--- config.mk ---
export PLATFORM = sky130hd
export DESIGN_NAME = mdu_sequencer
export DESIGN_NICKNAME = d
export VERILOG_FILES = /design/src/rtl/mdu_sequencer.sv
export SDC_FILE = /design/constraint.sdc
export NUM_CORES = 1
export LEC_CHECK = 0
export CAP_MARGIN = 15
export CORE_ASPECT_RATIO = 1.4
export CORE_MARGIN = 3
export CORE_UTILIZATION = 53
export DETAILED_ROUTE_END_ITERATION = 8
export PLACE_DENSITY = 0.8
export SYNTH_ARGS = -nofsm -noshare
export SYNTH_HDL_FRONTEND = slang
export SYNTH_SLANG_ARGS = --single-unit
--- constraint.sdc ---
create_clock -name clk -period 6.55 [get_ports clk]
set_clock_uncertainty 0.15 [all_clocks]
set_input_delay 1.31 -clock clk [delete_from_list [all_inputs] [get_ports clk]]
set_output_delay 1.31 -clock clk [all_outputs]
set_load 0.01 [all_outputs]
--- src/rtl/mdu_sequencer.sv ---
// =============================================================================
// Module      : mdu_sequencer
// Description : Radix-2 shift-add unsigned multiplier owning HI/LO, with core
//               stall generation for MULTU / MFHI / MFLO / HI-LO write hazards.
// Revision    : 1.0 - initial release
// =============================================================================
`default_nettype none

module mdu_sequencer #(
  parameter int WIDE = 32,
  parameter int CW   = 6
) (
  input  logic            clk,
  input  logic            rst,
  input  logic            start,
  input  logic [WIDE-1:0] a,
  input  logic [WIDE-1:0] b,
  input  logic            rd_hi,
  input  logic            rd_lo,
  input  logic            wr_hi,
  input  logic            wr_lo,
  input  logic [WIDE-1:0] wd,
  output logic            busy,
  output logic            done,
  output logic            stall,
  output logic [WIDE-1:0] hi,
  output logic [WIDE-1:0] lo
);

  localparam logic [1:0] c_st_idle = 2'd0;
  localparam logic [1:0] c_st_run  = 2'd1;
  localparam logic [1:0] c_st_done = 2'd2;

  logic [1:0]        r_state;
  logic [CW-1:0]     r_cnt;
  logic [WIDE-1:0]   r_mcand;
  logic [2*WIDE-1:0] r_acc;
  logic [WIDE-1:0]   r_hi;
  logic [WIDE-1:0]   r_lo;

  logic [WIDE:0]     w_sum;
  logic [2*WIDE-1:0] w_shift;
  logic              w_accept;

  // The sum's carry lands in bit 2*WIDE-1 after the shift, so no separate
  // carry flop is needed: the shifted-out top bit is always zero.
  assign w_sum    = {1'b0, r_acc[2*WIDE-1:WIDE]} + (r_acc[0] ? {1'b0, r_mcand} : '0);
  assign w_shift  = {w_sum, r_acc[WIDE-1:1]};
  assign w_accept = start & (r_state != c_st_run);

  always_ff @(posedge clk or posedge rst) begin
    if (rst) begin
      r_state <= c_st_idle;
      r_cnt   <= '0;
      r_mcand <= '0;
      r_acc   <= '0;
      r_hi    <= '0;
      r_lo    <= '0;
    end else begin
      case (r_state)
        c_st_run: begin
          r_acc <= w_shift;
          r_cnt <= r_cnt - CW'(1);
          if (r_cnt == CW'(1)) begin
            r_hi    <= w_shift[2*WIDE-1:WIDE];
            r_lo    <= w_shift[WIDE-1:0];
            r_state <= c_st_done;
          end
        end
        default: begin
          // Start has priority over direct writes in IDLE/DONE.
          if (w_accept) begin
            r_mcand <= a;
            r_acc   <= {{WIDE{1'b0}}, b};
            r_cnt   <= CW'(WIDE);
            r_state <= c_st_run;
          end else begin
            r_state <= c_st_idle;
            if (wr_hi) r_hi <= wd;
            if (wr_lo) r_lo <= wd;
          end
        end
      endcase
    end
  end

  assign busy  = (r_state == c_st_run);
  assign done  = (r_state == c_st_done);
  assign stall = busy & (start | rd_hi | rd_lo | wr_hi | wr_lo);
  assign hi    = r_hi;
  assign lo    = r_lo;

endmodule

`default_nettype wire
==> impl_metrics.tcl, run 1 <==
set metrics [dict create \
    crit_required_ns 5.09 \
    grt_max_degree 71 \
    fmax_mhz 239.8 \
    grt_use_total 0.2591 \
    synth-edff-count 0 \
    vias_per_cell 5.846 \
    yosys.area_share.adder 0.05068 \
    critPathMaxFanout 3 \
    area_growth_pct 28.26 \
    max_stage_delay_ns 0.51 \
    fin_util 0.6941 \
    postCtsSetupRepairBufs 0 \
    antenna_found_initial 0 \
    cts_hold_buf 0 \
    grt_overflow 0 \
    fp.dieW_um 114.8 \
    synth_cells 930 \
    synthesis.nets 1068 \
    cts_tree "yes" \
    worst_skew_pair.late_latency_ns 0.43 \
    layout_setup_ws_ns 2.380 \
    maxCapViolCount 0 \
    grt_pass1_wl_um 37350 \
    maxSlewHeadroom 0.4032 \
    dp_hpwl_um 16950 \
    ys_seq_area_frac 0.4783 \
    clock-sinks 168 \
    synth_compound_area_frac 0.1722 \
    grt_pass1_vias 7386 \
    synth_top_family_by_area "compound AO/OA/AOI/OAI gates" \
    cts_buffers 17 \
    io-pin-count 170 \
    ys_types 62 \
    synth_ff_type "dfrtp_1" \
    drt_iter0_drc 691 \
    p_leak_uw 0.004900 \
    drive_gt1_frac 0.08783 \
    antenna_cells 0 \
    synth_area_leaders "dfrtp_1 (48%), nand2_1 (7.3%), ha_1 (4.8%)" \
    hold_viol 0 \
    tns_ns 0 \
    synthXorXnorAreaFrac 0.02292 \
    syn-mean-instance-area_um2 9.451 \
    port_buffers 169 \
    ir_drop_mv 0.2244 \
    cp-start-kind "input port" \
    synth_top_area_cell "dfrtp_1" \
    cp_cell_sequence "clkdlybuf4s50_1, nor4_1, a21oi_1, clkdlybuf4s50_1" \
    yosys_warnings 0 \
    die_area_um2 18190 \
    power_uw 5924 \
    whs_ns 0.3367 \
    status "finished clean" \
    synth-seq-cells 168 \
    root_buffer "clkbuf_16" \
    final_nets 1218 \
    firstDrtPassIters 7 \
    powerDensity_nw_per_um2 525.5 \
    crit_top_cell "clkdlybuf4s50_1" \
    end_kind "output pin" \
    synthTopCellsByCount "nand2_1 (170), dfrtp_1 (168), nor2_1 (82)" \
    syn_area_um2 8790 \
    synthArstFlopShare 1.000 \
    worst_pin_slew_ns 0.8828 \
    holdCritPathClass "reg2reg" \
    slew_violations 0 \
    avgRoutedWirePerCell_um 18.08 \
    synth_top_cell_area_share 0.4783 \
    rsz0062_at_grt "false" \
    die_h_um 158.4 \
    setup_violations 0 \
    min_period_ns 4.170 \
    vias 7553 \
    yosysMostFrequentCell "nand2_1" \
    clk_pin_slew_worst_paths_ns 0.07 \
    fin_crit_sh 0.6366 \
    start_util 0.5412 \
    crit_arrival_ns 2.71 \
    drc_errors 0 \
    cts_resized 0 \
    yosys.area_share.simple 0.1701 \
    core.rowCount 55 \
    slowest_stage "clkdlybuf4s50_1" \
    h-tree-depth 4 \
    place.gp.congestion 0.8990 \
    wl_um 23360 \
    design.core.area_um2 16240 \
    synth.area.mux_share 0.08085 \
    antenna_left 0 \
    dp_slack_ns 2.359 \
    path_class "in2out" \
    cts_max_path_buffers 2 \
]
==> cells in the final DEF, fill, tap and decap left out, types with 32 or more instances in the layout <==
cell               n
a21oi_1           50
nor2_1            80
mux2i_1           35
ha_1              34
and2_1            37
o21ai_0           75
nand2_1          170
mux2_2            32
clkdlybuf4s50_1  168
a31oi_1           50
dfrtp_1          168
==> kinds of logic (layout without fill, tap and decap cells) <==
family | count (synthesis) | in the layout
muxes | 67 | 67
buffers and inverters | 57 | 220
AOI/OAI and AO/OA | 239 | 239
and+or+nand+nor | 341 | 341
DFF | 168 | 168
xor gates and xnor gates | 23 | 23
adders and majority gates | 35 | 35
==> layer usage <==
metal | up-vias | share of wire | track usage
li1 | 3605 | - | -
met4 | 0 | 0.027 | 0.09340
met5 | - | 0 | 0
met1 | 3637 | 0.44 | 0.3550
met2 | 263 | 0.48 | 0.4167
met3 | 48 | 0.055 | 0.04411
==> registers in the layout, summed over array words and instances, names as in the netlist <==
signal	flops
r_acc	64
r_mcand	32
hi	32
r_cnt	6
lo	32
r_state	2
==> critical path: cells and delay by family <==
family | cells | cell delay (ns)
AOI/OAI and AO/OA | 1 | 0.12
buffers and inverters | 2 | 0.96
and+or+nand+nor | 1 | 0.32
==> cell type report <==
cell class,count,area [µm²]
clock buffer,18,429.2
clock inverter,14,197.7
fill,1298,4967
inverter,9,38.79
multi-input combinational,705,4385
sequential,168,4204
tap,199,249.0
timing repair buffer,179,1769
==> per-stage QoR <==
step           area, µm²  std cells
5_1_grt            11270       1292
4_1_cts            11260       1291
3_3_place_gp       10630       1259
3_5_place_dp       10630       1259
6_report           11270       1292
2_1_floorplan       8790        930
==> report_power, final <==
group / switching [µW] / internal, µW / total (µW) / leakage, µW
clock: 428 / 642 / 1070 / 0.000306
combinational: 1710 / 1270 / 2990 / 0.00256
sequential: 307 / 1560 / 1870 / 0.00203
total: 2450 / 3480 / 5920 / 0.00490
==> path summary, 6_finish.rpt <==
path,start,to,slack (ns),depth (start not counted)
setup / recovery,wr_hi,stall,2.38,4
hold / removal,r_cnt[5],r_cnt[5],0.34,1
setup reg to reg,r_acc[0],hi[29],2.74,11
hold reg to reg,r_cnt[5],r_cnt[5],0.34,1
max in group asynchronous,rst,r_acc[3],3.88,3
min in group asynchronous,rst,lo[6],1.13,2
Note: power is estimated with default switching activity, not from simulation.
==> inputs of run 2 (changes only) <==
==> constraint.sdc (replaced) <==
create_clock -name clk -period 4.3 [get_ports clk]
set_clock_uncertainty 0.15 [all_clocks]
set_input_delay 0.86 -clock clk [delete_from_list [all_inputs] [get_ports clk]]
set_output_delay 0.86 -clock clk [all_outputs]
set_load 0.01 [all_outputs]
==> impl_metrics.tcl, run 2 (synthesized netlist as in run 1, its figures left out) <==
set metrics [dict create \
    fin_crit_sh 0.8797 \
    cp_cell_sequence "and2_1, ha_1, fa_1, a211oi_1, o21a_2, a2111oi_2, nor2_1, o311ai_1, a41oi_1, xor2_1, o221ai_1" \
    critPathMaxFanout 33 \
    crit_arrival_ns 3.93 \
    end_kind "flip-flop" \
    maxSlewHeadroom 0.4652 \
    clkPwrFrac 0.168 \
    p_sw_uw 3822 \
    ir_drop_mv 0.3955 \
    port_buffers 169 \
    core.rowCount 55 \
    h-tree-depth 4 \
    path_class "reg2reg" \
    grt_max_degree 112 \
    antenna_found_initial 0 \
    intPower_uw 5161 \
    dp_slack_ns 0.5632 \
    die_area_um2 18190 \
    setup_violations 0 \
    drive_gt1_frac 0.09041 \
    postCtsSetupRepairBufs 0 \
    wl_um 24360 \
    status "finished clean" \
    fmax_mhz 264.4 \
    max_stage_delay_ns 0.69 \
    grt_pass1_vias 7565 \
    vias_per_cell 5.889 \
    crit_required_ns 4.45 \
    layout_commonest_cell "nand2_1" \
    sw_frac_of_total 0.4254 \
    min_period_ns 3.783 \
    place.gp.congestion 0.8909 \
    pwr-share-comb 0.514 \
    rsz0062_at_grt "false" \
    antenna_left 0 \
    root_buffer "clkbuf_16" \
    drt_iter0_drc 783 \
    tns_ns 0 \
    die_h_um 158.4 \
    reg2reg_slack_ns 0.52 \
    worst_pin_slew_ns 0.8022 \
    regMostFlops "r_acc" \
    slowest_stage "dfrtp_1" \
    antenna_cells 0 \
    maxCapViolCount 0 \
    cts_max_path_buffers 2 \
    powerDensity_nw_per_um2 798.5 \
    design.core.area_um2 16240 \
    worst_skew_pair.late_latency_ns 0.43 \
    io-pin-count 170 \
    firstDrtPassIters 6 \
    grt_overflow 0 \
    pwr-share-seq 0.317 \
    ff_latch_area_um2 4204 \
    grt_use_total 0.2716 \
    cp-start-kind "flip-flop" \
    cts_resized 0 \
    clk_pin_slew_worst_paths_ns 0.07 \
    vias 7620 \
    area_growth_pct 27.99 \
    hold_viol 0 \
    cts_buffers 17 \
    largest_reg_flops 64 \
    drc_errors 0 \
    final_cell_mix "nand2_1 (170), dfrtp_1 (168), clkdlybuf4s50_1 (168)" \
    layout_setup_ws_ns 0.5174 \
    multi_input_area_um2 4385 \
    fp.dieW_um 114.8 \
    grt_pass1_wl_um 38870 \
    start_util 0.5412 \
    dp_hpwl_um 17920 \
    avgRoutedWirePerCell_um 18.83 \
    fillCellCount 1272 \
    cts_hold_buf 0 \
    slew_violations 0 \
    clock-sinks 168 \
    holdCritPathClass "reg2reg" \
    p_leak_uw 0.004889 \
    cts_tree "yes" \
    final_nets 1220 \
]
[run 2: power groups by stage]
stage,clock [µW],combinational [µW],sequential [µW]
final,1510,4620,2850
after global routing,1590,5120,2940
after CTS,1530,4610,2840
after detailed placement,0,4590,2870
after global placement,0,4470,2830
after floorplan,0,2890,2860
[run 2: area by class of cell]
type / instances / share of cell area
Tap cell: 199 / 0.02213
Inverter: 9 / 0.003337
Timing Repair Buffer: 181 / 0.1602
Clock inverter: 13 / 0.01057
Sequential cell: 168 / 0.3737
Multi-Input combinational cell: 705 / 0.3898
Clock buffer: 19 / 0.04026
[run 2: worst paths after layout]
check / start / to / cells after the start
max reg2reg: r_acc[0] / hi[29] / 11
max: r_acc[0] / hi[29] / 11
min reg2reg: r_cnt[5] / r_cnt[5] / 1
min: r_cnt[5] / r_cnt[5] / 1
min in group asynchronous: rst / lo[8] / 3
max in group asynchronous: rst / hi[28] / 3
[run 2: worst max-delay path, delay by kind of cell (launching register included)]
family | cells | cell delay [ns]
AOI/OAI and AO/OA | 6 | 1.22
xor gates and xnor gates | 1 | 0.22
adders and majority gates | 2 | 0.65
DFF | 1 | 0.69
and+or+nand+nor | 2 | 0.71
[run 2: metrics by stage]
| stage | total power (µW) | instance area, µm² | hold WS, ns | util | instances |
|---|---|---|---|---|---|
| finish | 8983 | 11250 | 0.3356 | 0.6927 | 1294 |
| detailed placement | 7460 | 10680 | 0.3187 | 0.6575 | 1262 |
| floorplan | 5752 | 8793 | 0.2851 | - | 930 |
| CTS | 8983 | 11250 | 0.3293 | 0.6927 | 1294 |
| global route | 9646 | 11250 | 0.3494 | 0.6927 | 1294 |
| global placement | 7300 | 10680 | 0.3072 | 0.6575 | 1262 |
[run 2: layer usage]
metal / up-vias / GRT usage / routed length, µm
met4: 0 / 0.1007 / 590
met3: 44 / 0.04715 / 1484
li1: 3609 / - / -
met2: 269 / 0.4462 / 11950
met1: 3698 / 0.3613 / 10340
met5: - / 0 / 0
==> inputs of run 3 (changes only) <==
--- a/config.mk
+++ b/config.mk
@@ -5,10 +5,11 @@
 export SDC_FILE = /design/constraint.sdc
 export NUM_CORES = 1
 export LEC_CHECK = 0
+export ABC_AREA = 1
 export CAP_MARGIN = 15
 export CORE_ASPECT_RATIO = 1.4
 export CORE_MARGIN = 3
-export CORE_UTILIZATION = 53
+export CORE_UTILIZATION = 54
 export DETAILED_ROUTE_END_ITERATION = 8
 export PLACE_DENSITY = 0.8
 export SYNTH_ARGS = -nofsm -noshare
==> impl_metrics.tcl, run 3 <==
set metrics [dict create \
    status "finished clean" \
    synth_cells 1313 \
    critPathMaxFanout 2 \
    ir_drop_mv 0.3836 \
    layout_setup_ws_ns 0.7652 \
    synthArstFlopShare 1.000 \
    holdCritStartpoint "r_mcand[10]" \
    ys_types 37 \
    avgRoutedWirePerCell_um 15.23 \
    layout_commonest_cell "nand2_1" \
    clk_pin_slew_worst_paths_ns 0.07 \
    h-tree-depth 4 \
    fin_crit_sh 0.8220 \
    crit_required_ns 3.29 \
    wl_um 26070 \
    cts_hold_buf 0 \
    end_kind "output pin" \
    rsz0062_at_grt "false" \
    cts_resized 0 \
    setup_violations 0 \
    post_dp_cell_area_um2 11500 \
    grt_overflow 0 \
    firstDrtPassIters 6 \
    r2r_start "r_state[0]" \
    cts_buffers 17 \
    core.rowCount 57 \
    cts_tree "yes" \
    regMostFlops "r_acc" \
    vias 8964 \
    dp_slack_ns 0.5289 \
    synth_ff_type "dfrtp_1" \
    largest_reg_flops 64 \
    antenna_cells 0 \
    dp_hpwl_um 19420 \
    design.core.area_um2 17470 \
    synthesis.nets 1451 \
    reg2regPathDepth 7 \
    place.gp.congestion 0.9402 \
    synth_top_cell_area_share 0.4351 \
    path_class "in2out" \
    final_cell_mix "nand2_1 (540), clkdlybuf4s50_1 (169), dfrtp_1 (168)" \
    hold_viol 0 \
    synth_area_leaders "dfrtp_1 (44%), nand2_1 (21%), inv_1 (5.8%)" \
    syn-mean-instance-area_um2 7.359 \
    min_path_cells 2 \
    cts_max_path_buffers 2 \
    grt_use_total 0.2702 \
    powerDensity_nw_per_um2 744.5 \
    grt_max_degree 105 \
    port_buffers 169 \
    antenna_left 0 \
    ys_seq_area_frac 0.4351 \
    slew_violations 0 \
    rr_endpoint "hi[8]" \
    synth_top_area_cell "dfrtp_1" \
    clock-sinks 168 \
    postCtsSetupRepairBufs 0 \
    p_leak_uw 0.006434 \
    root_buffer "clkbuf_16" \
    holdCritPathClass "reg2reg" \
    grt_pass1_wl_um 42310 \
    design_area_um2 12060 \
    fillCellCount 1438 \
    die_area_um2 19560 \
    maxSlewHeadroom 0.3189 \
    fp.dieW_um 119.1 \
    yosys_warnings 0 \
    drt_iter0_drc 861 \
    instances_no_fill 1711 \
    tns_ns 0 \
    start_util 0.5530 \
    area_growth_pct 24.76 \
    placed_cells 1679 \
    crit_arrival_ns 2.52 \
    min_period_ns 3.535 \
    fmax_mhz 282.9 \
    io-pin-count 170 \
    antenna_found_initial 0 \
    synth-seq-cells 168 \
    drive_gt1_frac 0.05966 \
    maxCapViolCount 0 \
    vias_per_cell 5.239 \
    min_to "r_mcand[10]" \
    worst_skew_pair.late_latency_ns 0.44 \
    syn_area_um2 9663 \
    synthTopCellsByCount "nand2_1 (540), dfrtp_1 (168), inv_1 (149)" \
    worst_pin_slew_ns 1.022 \
    yosysMostFrequentCell "nand2_1" \
    final_nets 1600 \
    grt_pass1_vias 8589 \
    drc_errors 0 \
    cp-start-kind "input port" \
    synth-edff-count 0 \
    die_h_um 164.3 \
    reg2reg_slack_ns 0.97 \
]
run 3: how the worst max path moves through the flow:
stage,depth (start not counted),endpoint,startpoint
floorplan,1,hi[0],rst
global placement,7,hi[2],start
detailed placement,7,hi[8],start
CTS,5,stall,start
global route,7,hi[11],r_state[0]
finish,5,stall,start
run 3: area by class of cell:
class                           instances  area (µm²)  area share
Clock inverter                         13       116.4    0.009652
Tap cell                              236       295.3     0.02449
Sequential cell                       168        4204      0.3487
Clock buffer                           19       442.9     0.03674
Inverter                              153       580.6     0.04816
Multi-Input combinational cell        945        4639      0.3848
Timing Repair Buffer                  177        1777      0.1474
run 3: logic make-up (layout without fill, tap and decap cells):
group / after synthesis / after routing / share of synthesized area
and+or+nand+nor: 759 / 759 / 0.3171
buffers and inverters: 200 / 362 / 0.08533
DFF: 168 / 168 / 0.4351
AOI/OAI and AO/OA: 119 / 119 / 0.06746
adders and majority gates: 35 / 35 / 0.04610
muxes: 32 / 32 / 0.04894
run 3: routing by layer:
metal,global-route usage,vias to the layer above,part of all wire
li1,-,4424,-
met2,0.4633,329,0.49
met3,0.04547,60,0.057
met4,0.1028,0,0.032
met1,0.3429,4151,0.42
met5,0,-,0
run 3: critical path: stages:
cell and delay (ns):
clkdlybuf4s50_1 0.45, or4_1 0.53, o21ai_0 0.16, inv_1 0.06, clkdlybuf4s50_1 0.47
run 3: per-stage QoR:
step	utilization	power (µW)	hold WS, ns
after global placement	0.6579	7338	0.3029
final	0.6899	8975	0.3193
after global routing	0.6899	9685	0.3411
after floorplan	-	5831	0.2922
after detailed placement	0.6579	7496	0.3084
after CTS	0.6899	8970	0.3252
run 3: power by group:
part | total [µW] | internal (µW) | switching (µW)
Clock | 1460 | 769 | 693
Sequential | 2850 | 2380 | 471
Combinational | 4660 | 1930 | 2740
